## src/rtl/cpu_fetch_pkg.sv

```systemverilog
// Shared fetch-path definitions: controller state encoding, PC step and reset PC.
package cpu_fetch_pkg;

    typedef enum logic [1:0] {
        IDLE = 2'd0,
        REQ  = 2'd1,
        HOLD = 2'd2,
        WAIT = 2'd3
    } fetch_state_t;

    localparam logic [31:0] PC_STEP  = 32'd4;
    // Must match the program-counter register's own reset value.
    localparam logic [31:0] RESET_PC = 32'b0;

    function automatic logic [31:0] word_align(input logic [31:0] addr);
        return {addr[31:2], 2'b00};
    endfunction

endpackage

```

## src/rtl/fetch_ctrl.sv

```systemverilog
// Instruction-fetch controller: single-beat memory requests, decode handoff, PC load/redirect.
// Latency: word reaches decode one cycle after memory completion; stalls on IReady=0 or InstrReady=0.
module fetch_ctrl #(
    parameter logic [31:0] PC_STEP = cpu_fetch_pkg::PC_STEP
) (
    input  logic        CLK,
    input  logic        reset,
    input  logic [31:0] PC,
    output logic [31:0] PCIn,
    output logic        PCEn,
    output logic        IReq,
    output logic [31:0] IAddr,
    input  logic        IReady,
    input  logic [31:0] IData,
    output logic [31:0] Instr,
    output logic        InstrValid,
    input  logic        InstrReady,
    input  logic        Redirect,
    input  logic [31:0] RedirectTarget
);
    import cpu_fetch_pkg::*;

    fetch_state_t state, state_n;
    logic        pend, pend_n;
    logic [31:0] pend_tgt, pend_tgt_n;
    logic        ireq_n, pcen_n, valid_n;
    logic [31:0] pcin_n, instr_n, redir_tgt;

    assign redir_tgt = word_align(RedirectTarget);
    assign IAddr     = PC;

    always_ff @(posedge CLK) begin
        if (!reset) begin
            state      <= IDLE;
            pend       <= 1'b0;
            pend_tgt   <= RESET_PC;
            IReq       <= 1'b0;
            PCEn       <= 1'b0;
            PCIn       <= RESET_PC;
            InstrValid <= 1'b0;
            Instr      <= 32'b0;
        end else begin
            state      <= state_n;
            pend       <= pend_n;
            pend_tgt   <= pend_tgt_n;
            IReq       <= ireq_n;
            PCEn       <= pcen_n;
            PCIn       <= pcin_n;
            InstrValid <= valid_n;
            Instr      <= instr_n;
        end
    end

    always_comb begin
        state_n = state;
        unique case (state)
            IDLE: state_n = Redirect ? WAIT : REQ;
            REQ: begin
                if (IReady) state_n = (pend || Redirect) ? WAIT : HOLD;
            end
            HOLD: begin
                if (Redirect)        state_n = WAIT;
                else if (InstrReady) state_n = REQ;
            end
            WAIT: state_n = Redirect ? WAIT : REQ;
            default: state_n = IDLE;
        endcase
    end

    always_comb begin
        pend_n     = pend;
        pend_tgt_n = pend_tgt;
        pcen_n     = 1'b0;
        pcin_n     = PCIn;
        valid_n    = InstrValid;
        instr_n    = Instr;
        ireq_n     = (state_n == REQ);
        if (state == REQ) begin
            // The in-flight request is never cancelled; a redirect is parked until it completes.
            if (Redirect) begin
                pend_n     = 1'b1;
                pend_tgt_n = redir_tgt;
            end
            if (IReady) begin
                pcen_n = 1'b1;
                if (pend || Redirect) begin
                    pcin_n = Redirect ? redir_tgt : pend_tgt;
                    pend_n = 1'b0;
                end else begin
                    pcin_n  = word_align(PC + PC_STEP);
                    instr_n = IData;
                    valid_n = 1'b1;
                end
            end
        end else if (Redirect) begin
            pcen_n  = 1'b1;
            pcin_n  = redir_tgt;
            valid_n = 1'b0;
        end else if (state == HOLD && InstrReady) begin
            valid_n = 1'b0;
        end
    end

endmodule

```

## config.mk

```make
export PLATFORM = sky130hd
export DESIGN_NAME = fetch_ctrl
export DESIGN_NICKNAME = d
export VERILOG_FILES = /design/src/rtl/cpu_fetch_pkg.sv /design/src/rtl/fetch_ctrl.sv
export SDC_FILE = /design/constraint.sdc
export NUM_CORES = 1
export LEC_CHECK = 0
export CORE_ASPECT_RATIO = 1.4
export CORE_UTILIZATION = 47
export CTS_CLUSTER_SIZE = 24
export DETAILED_ROUTE_END_ITERATION = 16
export PLACE_DENSITY = 0.85
export REMOVE_ABC_BUFFERS = 1
export SETUP_SLACK_MARGIN = 0.05
export SLEW_MARGIN = 15
export SYNTH_ARGS = -nofsm -noshare
export SYNTH_HDL_FRONTEND = slang
export SYNTH_SLANG_ARGS = --single-unit
```

## constraint.sdc

```tcl
create_clock -name CLK -period 3.2 [get_ports CLK]
set_input_delay 0.64 -clock CLK [delete_from_list [all_inputs] [get_ports CLK]]
set_output_delay 0.64 -clock CLK [all_outputs]
set_load 0.05 [all_outputs]
```

==> impl_metrics.ini <==
[placement]
place_area_mm2 = 0.00692
numPortBuffers = 193
dp_cells = 937
gp_congestion = 0.851
dp_hpwl_mm = 11.5
dpl_worst_slack_ns = 0.220

[global_routing]
use_met1_pct = 32.4
grt_overflow = 0
grt_pass1_wl_mm = 25.8
busiest_layer = met2
grt_pass1_vias = 5423
grt_max_degree = 35
grt_usage_pct = 28.4
antenna_found_initial = 0
use_met2_pct = 50.1
grt_use_met3_pct = 4.70

[yosys]
synth_seq_cells = 102
yosys-top-cells-area = dfxtp_1, nand2_1, a21oi_1
synth_top_cell_by_area = dfxtp_1
postSynthCellCount = 663
synth_commonest_cells = nand2_1, dfxtp_1, a21oi_1
synthesis.area_mm2 = 0.00507
synth_edf_count = 0
yosys_warnings = 0
synth_cell_types = 60
synth_most_common_cell = nand2_1
ys_seq_area_share_pct = 40.3
synthArstFlopShare_pct = 0
ys.flop_type = dfxtp_1
synth.top_cell.area_share_pct = 40.3
avgSynthCellArea_um2 = 7.65

[critical_path]
cp.arrival_ns = 2.17
path_max_fanout = 5
crit_family = buffers and inverters
cp.buffers_inverters = 2
cp-start-kind = primary input
cpMaxStageDelayCell = clkdlybuf4s50_1
critical_path_class = primary input to output port
required_ns = 2.56
slowest_delay_ns = 0.88
rrSetupSlack_ns = 0.67
path_cells = clkdlybuf4s50_1 > clkdlybuf4s50_1
cp-end-kind = output port
critPathMostFrequentCell = clkdlybuf4s50_1

[sta]
timing.final.crit_share_pct = 87.8
drv_slew = 0
finalSetupTns_ns = 0
fin_ws_ns = 0.390
clock.fmax_mhz = 356
setup_viol = 0
hold_viol = 0
worst_slew_pin_slew_ns = 0.635
slew_headroom_pct = 57.3
min_period_ns = 2.81
rsz0062_at_grt = no
fin_skew_ns = 0.00857

[route]
drt-pass1-iter-count = 5
vias_per_cell = 5.80
wl_mm = 16.2
drt-initial-drc-count = 422
wl_per_cell_um = 17.0
vias = 5532
drc = 0
antenna_left = 0

[layout]
area_growth_pct = 42.7
design_area_mm2 = 0.00724
drive_above_1_share_pct = 6.26
n_antenna_cell = 0
final_net_count = 914
fin_cells = 953

[power]
p_leak_nw = 2.57
power-per-cell-area_mw_per_mm2 = 668
peakVddDrop_v = 0.000466

[clock_network]
clk_latency_ns = 0.35
cts_hold_buffers = 0
cts_tree = done
cts_resized = 0
cts-htree-levels = 3
cts_sinks = 102
postCtsSetupBuffers = 0
cts_root_buf = clkbuf_16
cts_buffers = 9
clk_path_buf_depth = 2
path_clk_slew_ns = 0.07

[floorplan]
start_util_pct = 48.5
die_area_mm2 = 0.0112
die_w_um = 89.8
die_h_um = 125
num_rows = 44
pin_count = 200
core_area_mm2 = 0.0105

[job]
drv_cap = 0

[status]
outcome = complete, no violations

[min_path]
hold_path_class = flip-flop to flip-flop
registers in the layout (all words and copies together), names as in the netlist:
signal,flops
Instr,32
PCIn,32
pend_tgt,32
state,2
IReq,1
InstrValid,1
PCEn,1
pend,1
path summary, 6_finish.rpt:
kind	start	to	depth (start not counted)
max	PC[11]	IAddr[11]	2
min	pend_tgt[23]	pend_tgt[23]	2
max reg2reg	state[1]	PCIn[17]	8
min reg2reg	pend_tgt[23]	pend_tgt[23]	2
power by group:
group / switching (mW) / internal, mW / leakage (nW)
clock: 0.497 / 0.658 / 0.157
sequential: 0.121 / 1.49 / 0.833
combinational: 1.36 / 0.712 / 1.58
cell type report:
type / instances / area (µm²)
flip-flops and latches: 102 / 2040
clock buffers: 11 / 253
clock inverters: 5 / 65.1
inverters: 15 / 56.3
repair buffers: 218 / 2120
fillers: 844 / 3220
multi-input cells: 464 / 2530
well taps: 138 / 173
cells in the final DEF (no fill, tap or decap), types with 3 or more instances in the layout:
cell type,Yosys,layout
o21ai_0,28,28
nand4_1,6,6
nor3_1,3,3
a221oi_1,7,7
a21oi_1,86,86
buf_4,32,25
nand2b_1,3,3
dfxtp_1,102,102
o31a_1,5,5
xnor2_1,7,7
clkbuf_16,0,9
xor2_1,10,10
or3_1,8,8
clkdlybuf4s50_1,0,193
and3_1,9,9
ha_1,3,3
nor4_1,10,10
nand3_1,30,30
mux2i_1,5,5
o22ai_1,5,5
a31oi_1,3,3
inv_1,14,14
nor2_1,16,16
nand2_1,162,162
o221ai_1,8,8
and2_1,4,4
nor2b_1,3,3
o211ai_1,7,7
o31ai_1,3,3
through the flow:
stage	util [%]	power [mW]	hold slack (ns)
after global placement	66.2	3.63	0.437
final	69.2	4.84	0.456
after floorplan	-	2.78	0.431
after detailed placement	66.2	3.68	0.448
after CTS	69.2	4.83	0.456
after global routing	69.2	5.04	0.477
routing by layer:
metal  wire length (µm)  vias up
met4                580        0
met1               6000     2572
met5                  0        -
met2               8320      325
met3               1310       57
li1                   -     2578
cell families after synthesis:
family	count (synthesis)	share of synthesized area [%]
AO/OA/AOI/OAI	172	20.7
buffers and inverters	97	9.84
AND/OR/NAND/NOR	266	24.3
adder cells (fa/ha/maj)	3	0.740
flip-flops	102	40.3
multiplexers	6	1.21
XOR/XNOR	17	2.94
Power figures use the tool's default switching activity.
